--- config.mk ---
export PLATFORM = sky130hd
export DESIGN_NAME = s2mm_top
export DESIGN_NICKNAME = d
export VERILOG_FILES = /design/src/rtl/dma_pkg.sv /design/src/rtl/s2mm_fifo.sv /design/src/rtl/s2mm_top.sv
export SDC_FILE = /design/constraint.sdc
export NUM_CORES = 1
export LEC_CHECK = 0
export CELL_PAD_IN_SITES_DETAIL_PLACEMENT = 1
export CELL_PAD_IN_SITES_GLOBAL_PLACEMENT = 1
export CORE_UTILIZATION = 56
export CTS_CLUSTER_DIAMETER = 120
export DETAILED_ROUTE_END_ITERATION = 16
export DONT_BUFFER_PORTS = 1
export HOLD_SLACK_MARGIN = 0.06
export PLACE_DENSITY_LB_ADDON = 0.1
export RECOVER_POWER = 50
export SYNTH_ARGS = -nofsm -noshare
export SYNTH_HDL_FRONTEND = slang
export SYNTH_SLANG_ARGS = --single-unit
--- constraint.sdc ---
create_clock -name clk -period 4.7 [get_ports clk]
set_input_delay 1.41 -clock clk [delete_from_list [all_inputs] [get_ports clk]]
set_output_delay 1.41 -clock clk [all_outputs]
set_load 0.005 [all_outputs]
--- src/rtl/dma_pkg.sv ---
// Types and constants shared by the DMA read and write engines.
package dma_pkg;

  typedef enum logic [2:0] {IDLE, FILL, AW, W, B, DONE} s2mm_state_t;

  localparam logic [1:0] AXI_RESP_OKAY = 2'b00;
  localparam int         BOUNDARY_4K   = 4096;

  function automatic logic [2:0] popcount4(input logic [3:0] k);
    return 3'(k[0]) + 3'(k[1]) + 3'(k[2]) + 3'(k[3]);
  endfunction

endpackage

--- src/rtl/s2mm_fifo.sv ---
// First-word-fall-through beat buffer; rdata shows the head entry whenever !empty.
module s2mm_fifo #(
  parameter int DEPTH = 32,
  parameter int WIDTH = 37
) (
  input  logic                     clk,
  input  logic                     rst_n,
  input  logic                     push,
  input  logic [WIDTH-1:0]         wdata,
  input  logic                     pop,
  output logic [WIDTH-1:0]         rdata,
  output logic [$clog2(DEPTH):0]   count,
  output logic                     full,
  output logic                     empty
);
  localparam int PW = $clog2(DEPTH);

  logic [WIDTH-1:0] mem [DEPTH];
  logic [PW-1:0]    wr_ptr_q, wr_ptr_d, rd_ptr_q, rd_ptr_d;
  logic [PW:0]      count_q, count_d;
  logic             push_ok, pop_ok;

  assign full    = (count_q == (PW+1)'(DEPTH));
  assign empty   = (count_q == '0);
  assign push_ok = push && !full;
  assign pop_ok  = pop && !empty;
  assign rdata   = mem[rd_ptr_q];
  assign count   = count_q;

  always_comb begin
    wr_ptr_d = wr_ptr_q + PW'(push_ok);
    rd_ptr_d = rd_ptr_q + PW'(pop_ok);
    count_d  = count_q + (PW+1)'(push_ok) - (PW+1)'(pop_ok);
  end

  always_ff @(posedge clk or negedge rst_n) begin
    if (!rst_n) begin
      wr_ptr_q <= '0;
      rd_ptr_q <= '0;
      count_q  <= '0;
    end else begin
      wr_ptr_q <= wr_ptr_d;
      rd_ptr_q <= rd_ptr_d;
      count_q  <= count_d;
    end
  end

  // Storage carries no reset; only the pointers define occupancy.
  always_ff @(posedge clk) begin
    if (push_ok) mem[wr_ptr_q] <= wdata;
  end

endmodule

--- src/rtl/s2mm_top.sv ---
// Stream-to-memory write engine: buffers one AXI-Stream packet per command and
// writes it out as 4KB-safe INCR bursts, one burst outstanding at a time.
module s2mm_top
  import dma_pkg::*;
#(
  parameter int MAX_BURST  = 16,
  parameter int FIFO_DEPTH = 32
) (
  input  logic        clk,
  input  logic        rst_n,
  input  logic        cmd_valid,
  output logic        cmd_ready,
  input  logic [31:0] cmd_addr,
  output logic        sts_valid,
  output logic [31:0] sts_bytes,
  output logic        sts_err,
  output logic [31:0] m_axi_awaddr,
  output logic [7:0]  m_axi_awlen,
  output logic        m_axi_awvalid,
  input  logic        m_axi_awready,
  output logic [31:0] m_axi_wdata,
  output logic [3:0]  m_axi_wstrb,
  output logic        m_axi_wvalid,
  input  logic        m_axi_wready,
  output logic        m_axi_wlast,
  input  logic [1:0]  m_axi_bresp,
  input  logic        m_axi_bvalid,
  output logic        m_axi_bready,
  input  logic [31:0] s_axis_tdata,
  input  logic [3:0]  s_axis_tkeep,
  input  logic        s_axis_tvalid,
  output logic        s_axis_tready,
  input  logic        s_axis_tlast
);
  localparam int CW = $clog2(FIFO_DEPTH) + 1;
  localparam int BW = $clog2(MAX_BURST) + 1;

  s2mm_state_t   state_q, state_d;
  logic [31:0]   cur_addr_q, cur_addr_d, bytes_q, bytes_d;
  logic [31:0]   awaddr_q, awaddr_d, sts_bytes_q, sts_bytes_d;
  logic [7:0]    awlen_q, awlen_d;
  logic [BW-1:0] blen_q, blen_d, beat_q, beat_d;
  logic          err_q, err_d, last_seen_q, last_seen_d;
  logic          cmd_ready_q, cmd_ready_d, sts_valid_q, sts_valid_d, sts_err_q, sts_err_d;
  logic [CW-1:0] fifo_count;
  logic [36:0]   fifo_rdata;
  logic          fifo_full, fifo_empty, push, pop, cmd_take, last_beat;
  logic          fifo_tlast_unused;
  logic [12:0]   rem4k, cap, blen_calc;

  s2mm_fifo #(.DEPTH(FIFO_DEPTH), .WIDTH(37)) u_fifo (
    .clk   (clk),
    .rst_n (rst_n),
    .push  (push),
    .wdata ({s_axis_tlast, s_axis_tkeep, s_axis_tdata}),
    .pop   (pop),
    .rdata (fifo_rdata),
    .count (fifo_count),
    .full  (fifo_full),
    .empty (fifo_empty)
  );

  assign fifo_tlast_unused = fifo_rdata[36];
  assign s_axis_tready = (state_q != IDLE) && !fifo_full && !last_seen_q;
  assign push          = s_axis_tvalid && s_axis_tready;
  assign pop           = m_axi_wvalid && m_axi_wready;
  assign cmd_take      = (state_q == IDLE) && cmd_valid && cmd_ready_q;
  assign last_beat     = (beat_q == blen_q - BW'(1));

  // Beats left before the next 4KB page; addresses are word aligned so this is >= 1.
  assign rem4k     = (13'(BOUNDARY_4K) - {1'b0, cur_addr_q[11:0]}) >> 2;
  assign cap       = (rem4k >= 13'(MAX_BURST)) ? 13'(MAX_BURST) : rem4k;
  assign blen_calc = (13'(fifo_count) < cap) ? 13'(fifo_count) : cap;

  always_ff @(posedge clk or negedge rst_n) begin
    if (!rst_n) state_q <= IDLE;
    else        state_q <= state_d;
  end

  always_comb begin
    state_d = state_q;
    case (state_q)
      IDLE: if (cmd_take) state_d = FILL;
      FILL: begin
        if ((13'(fifo_count) >= cap) || (last_seen_q && !fifo_empty)) state_d = AW;
        else if (last_seen_q)                                           state_d = DONE;
      end
      AW:   if (m_axi_awready) state_d = W;
      W:    if (pop && last_beat) state_d = B;
      B:    if (m_axi_bvalid) state_d = (last_seen_q && fifo_empty) ? DONE : FILL;
      DONE: state_d = IDLE;
      default: state_d = IDLE;
    endcase
  end

  always_comb begin
    cur_addr_d  = cur_addr_q;
    bytes_d     = bytes_q;
    err_d       = err_q;
    last_seen_d = last_seen_q;
    blen_d      = blen_q;
    beat_d      = beat_q;
    awaddr_d    = awaddr_q;
    awlen_d     = awlen_q;
    sts_bytes_d = sts_bytes_q;
    sts_err_d   = sts_err_q;
    if (cmd_take) begin
      cur_addr_d  = cmd_addr;
      bytes_d     = '0;
      err_d       = 1'b0;
      last_seen_d = 1'b0;
    end
    if (push) begin
      bytes_d = bytes_q + 32'(popcount4(s_axis_tkeep));
      if (s_axis_tlast) last_seen_d = 1'b1;
    end
    if (state_q == FILL && state_d == AW) begin
      blen_d   = blen_calc[BW-1:0];
      beat_d   = '0;
      awaddr_d = cur_addr_q;
      awlen_d  = 8'(blen_calc - 13'd1);
    end
    if (pop) begin
      beat_d = beat_q + BW'(1);
      if (last_beat) cur_addr_d = cur_addr_q + (32'(blen_q) << 2);
    end
    if (state_q == B && m_axi_bvalid && m_axi_bresp != AXI_RESP_OKAY) err_d = 1'b1;
    if (state_d == DONE) begin
      sts_bytes_d = bytes_d;
      sts_err_d   = err_d;
    end
  end

  // cmd_ready is registered so it stays low while reset is asserted.
  assign cmd_ready_d = (state_d == IDLE);
  assign sts_valid_d = (state_d == DONE);

  always_ff @(posedge clk or negedge rst_n) begin
    if (!rst_n) begin
      cur_addr_q  <= '0;
      bytes_q     <= '0;
      err_q       <= 1'b0;
      last_seen_q <= 1'b0;
      blen_q      <= '0;
      beat_q      <= '0;
      awaddr_q    <= '0;
      awlen_q     <= '0;
      sts_bytes_q <= '0;
      sts_err_q   <= 1'b0;
      cmd_ready_q <= 1'b0;
      sts_valid_q <= 1'b0;
    end else begin
      cur_addr_q  <= cur_addr_d;
      bytes_q     <= bytes_d;
      err_q       <= err_d;
      last_seen_q <= last_seen_d;
      blen_q      <= blen_d;
      beat_q      <= beat_d;
      awaddr_q    <= awaddr_d;
      awlen_q     <= awlen_d;
      sts_bytes_q <= sts_bytes_d;
      sts_err_q   <= sts_err_d;
      cmd_ready_q <= cmd_ready_d;
      sts_valid_q <= sts_valid_d;
    end
  end

  always_comb begin
    cmd_ready     = cmd_ready_q;
    sts_valid     = sts_valid_q;
    sts_bytes     = sts_bytes_q;
    sts_err       = sts_err_q;
    m_axi_awvalid = (state_q == AW);
    m_axi_awaddr  = awaddr_q;
    m_axi_awlen   = awlen_q;
    m_axi_wvalid  = (state_q == W) && !fifo_empty;
    m_axi_wdata   = m_axi_wvalid ? fifo_rdata[31:0] : '0;
    m_axi_wstrb   = m_axi_wvalid ? fifo_rdata[35:32] : '0;
    m_axi_wlast   = m_axi_wvalid && last_beat;
    m_axi_bready  = (state_q == B);
  end

endmodule

==> impl_metrics.env <==
export IMPL_synth_area_leaders="edfxtp_1, mux4_2, dfrtp_1"
export IMPL_maxCapViolations=1
export IMPL_grt_pass1_wl_um=193000
export IMPL_p_sw_mw=9.698
export IMPL_port_buffer_count=0
export IMPL_tightest_slew_ns=1.516
export IMPL_cp_cell_sequence="buf_12 -> buf_16 -> mux4_2 -> mux4_2 -> mux2i_2 -> nor2_1"
export IMPL_min_period_ns=4.653
export IMPL_peakVddDrop_mv=0.4194
export IMPL_pwr_share_clk=0.312
export IMPL_initial_core_util=0.5683
export IMPL_path_class="flop to primary output"
export IMPL_fill_cells=7437
export IMPL_final_setup_viol_count=0
export IMPL_avgSynthCellArea_um2=20.18
export IMPL_grt_ovfl_total=0
export IMPL_ys_seq_area_frac=0.7424
export IMPL_clock_sinks=1322
export IMPL_rrSetupSlack_ns=0.46
export IMPL_clockBufferDepth=3
export IMPL_avgViaCountPerCell=6.539
export IMPL_crit_arrival_ns=3.24
export IMPL_power_leakage_nw=19.54
export IMPL_hold_class="input pin to asynchronous set/reset pin"
export IMPL_power_density_nw_per_um2=567.2
export IMPL_pwr_share_comb=0.268
export IMPL_htreeDepth=4
export IMPL_yosys_area_top_type_share=0.6611
export IMPL_cpMostUsedCell="mux4_2"
export IMPL_final_setup_worst_slack_ns=0.04667
export IMPL_slew_violations=63
export IMPL_drtIter0Drc=3017
export IMPL_ys_seq_elements=1322
export IMPL_clk_latency_ns=0.75
export IMPL_ys_flop_type="edfxtp_1"
export IMPL_clkSlewWorstSetupHoldPaths_ns=0.06
export IMPL_ff2ff_path_depth=15
export IMPL_yosysWarnings=0
export IMPL_r2r_start="cur_addr_q[3]$_DFF_PN0_"
export IMPL_ioPinCount=194
export IMPL_syn2layout_area_growth_pct=12.96
export IMPL_firstDrtPassIters=5
export IMPL_slowest_stage="mux4_2"
export IMPL_cp_top_family="multiplexers"
export IMPL_p_int_mw=23.83
export IMPL_seq_power_share=0.420
export IMPL_critPathCapture="m_axi_wstrb[2]"
export IMPL_reg2reg_to="m_axi_awlen[4]$_DFFE_PN0P_"
export IMPL_num_rows=111
export IMPL_drive_above_1_share=0.2563
export IMPL_p_sw_frac=0.2893
export IMPL_worstSetupPathDepth=6
export IMPL_antenna_found_initial=0
export IMPL_cts_buffers_inserted=136
export IMPL_nNetsFinal=2813
export IMPL_die_x_um=307.7
export IMPL_cp_start_kind="flop"
export IMPL_synth_edf_count=1152
export IMPL_drc_errors=0
export IMPL_gr_usage_all_layers=0.2879
export IMPL_final_common_cell="edfxtp_1"
export IMPL_status="finished with violations"
export IMPL_worst_path_buf_inv=2
export IMPL_cp_slowest_stage_delay_ns=0.56
export IMPL_core_um2=92080
export IMPL_die_h_um=307.7
export IMPL_worstPathRequired_ns=3.29
export IMPL_postRouteAntennaNets=0
export IMPL_final_hold_viol_count=0
export IMPL_crit_start="u_fifo.rd_ptr_q[0]$_DFF_PN0_"
export IMPL_insertedDiodeCount=0
export IMPL_dp_hpwl_um=75750
export IMPL_syn_inst=2593
export IMPL_cts_tree="yes"
export IMPL_netlist_area_um2=52330
export IMPL_violations="max-capacitance violations, max-slew violations"
export IMPL_vias=26440
export IMPL_placed_cell_area_um2=54650
export IMPL_period_share=0.9901
export IMPL_dieArea_um2=94670
export IMPL_drt_wl_total_um=133600
export IMPL_max_freq_mhz=214.9
export IMPL_grt_pass1_vias=27970
export IMPL_grt_max_degree=171
export IMPL_cts_hold_fix_buffers=0
export IMPL_avgRoutedWirePerCell_um=33.03
export IMPL_rsz0062_at_grt="true"
export IMPL_pre_cts_ws_ns=0.3080
export IMPL_slew_headroom=-0.01043
export IMPL_synthArstFlopShare=0.1286
export IMPL_syn_num_nets=2704
export IMPL_worst_path_max_fanout=37
export IMPL_fin_area_um2=59110
export IMPL_clock_skew_ns=0.02295
export IMPL_synth_distinct_cells=72
export IMPL_cp_end_kind="primary output"
export IMPL_gp_congestion=0.8346
export IMPL_cts_root_buf="clkbuf_16"
export IMPL_final_cell_mix="edfxtp_1, mux4_2, dfrtp_1"
export IMPL_yosys_area_top_type="edfxtp_1"
-- synthesized netlist by cell type, drive strengths merged, types with 17 or more instances --
master and number:
buf 46, dfrtp 170, ha 28, nor2 121
edfxtp 1152, clkbuf 75, o21ai 60, nand3 43
o31ai 17, mux2 34, nand2 168, mux4 360
o211ai 23, inv 42, nor3 29, a21oi 26
mux2i 44
-- worst reg2reg max path, delay by kind of cell (launching register included) --
family | cells | cell delay [ns]
AO/OA/AOI/OAI | 5 | 0.88
XOR/XNOR | 1 | 0.17
adder cells (fa/ha/maj) | 2 | 0.56
flip-flops | 1 | 0.46
AND/OR/NAND/NOR | 7 | 2.04
-- state kept, by name, summed over array words and instances, names as in the netlist --
register         flops
blen_q               5
m_axi_awlen          8
m_axi_awaddr        32
cur_addr_q          32
state_q              3
u_fifo.rd_ptr_q      5
err_q                1
sts_err              1
u_fifo.count         6
beat_q               5
u_fifo.mem        1152
bytes_q             32
sts_valid            1
cmd_ready            1
last_seen_q          1
sts_bytes           32
u_fifo.wr_ptr_q      5
-- power groups by stage --
stage | Sequential, mW | Clock (mW) | Combinational (mW)
after floorplan | 13.9 | 0 | 6.50
after global placement | 14.3 | 0 | 8.52
after detailed placement | 14.3 | 0 | 8.74
after CTS | 14.1 | 10.6 | 8.99
after global routing | 14.1 | 11.0 | 9.61
final | 14.1 | 10.4 | 8.99
-- final cells by class --
type | instances | area (um2) | share of cell area
clock buffer | 162 | 3638 | 0.06156
clock inverter | 75 | 631.9 | 0.01069
inverter | 42 | 160.2 | 0.002710
multi-input combinational | 1108 | 13090 | 0.2215
sequential | 1322 | 38870 | 0.6576
tap | 1243 | 1555 | 0.02631
timing repair buffer | 92 | 1160 | 0.01962
-- metrics by stage --
step	instances	power, mW	util	TNS (ns)	hold WS (ns)
2_1_floorplan	2593	20.41	-	0	0.4426
3_3_place_gp	3800	22.81	0.5935	0	0.4608
3_5_place_dp	3800	23.08	0.5935	0	0.4808
4_1_cts	4041	33.66	0.6408	-0.1067	0.3590
5_1_grt	4044	34.72	0.6419	-0.08883	0.3683
6_report	4044	33.52	0.6419	0	0.4136
-- repair_timing --
action                     CTS  global route
gates resized for setup      9            11
cloned                       0             1
setup endpoints to repair   23            22
buffers inserted             4             2
-- worst min-delay path by stage --
stage / from / endpoint / slack (ns) / cells past startpoint
2_1_floorplan: bytes_q[31]$_DFF_PN0_ / bytes_q[31]$_DFF_PN0_ / 0.44 / 1
3_3_place_gp: bytes_q[31]$_DFF_PN0_ / bytes_q[31]$_DFF_PN0_ / 0.46 / 1
3_5_place_dp: bytes_q[31]$_DFF_PN0_ / bytes_q[31]$_DFF_PN0_ / 0.48 / 1
4_1_cts: rst_n / m_axi_awlen[2]$_DFFE_PN0P_ / 0.36 / 0
5_1_grt: rst_n / cur_addr_q[12]$_DFF_PN0_ / 0.37 / 0
6_report: rst_n / cur_addr_q[12]$_DFF_PN0_ / 0.41 / 0
-- logic make-up after synthesis --
group / count (synthesis) / share of synthesized area
buf+inv: 163 / 0.01282
other cells: 1 / 0.00007167
xor+xnor: 23 / 0.003850
flops: 1322 / 0.7424
mux: 438 / 0.1714
compound gates: 182 / 0.02307
simple gates: 431 / 0.03778
fa+ha+maj: 33 / 0.008608
-- routing by layer --
metal | vias up | global-route usage | share of wire
met5 | - | 0 | 0
met4 | 0 | 0.07428 | 0.020
met3 | 190 | 0.04762 | 0.066
met2 | 1087 | 0.4712 | 0.51
met1 | 14340 | 0.4085 | 0.41
li1 | 10830 | - | -
(Power assumes the default switching activity.)
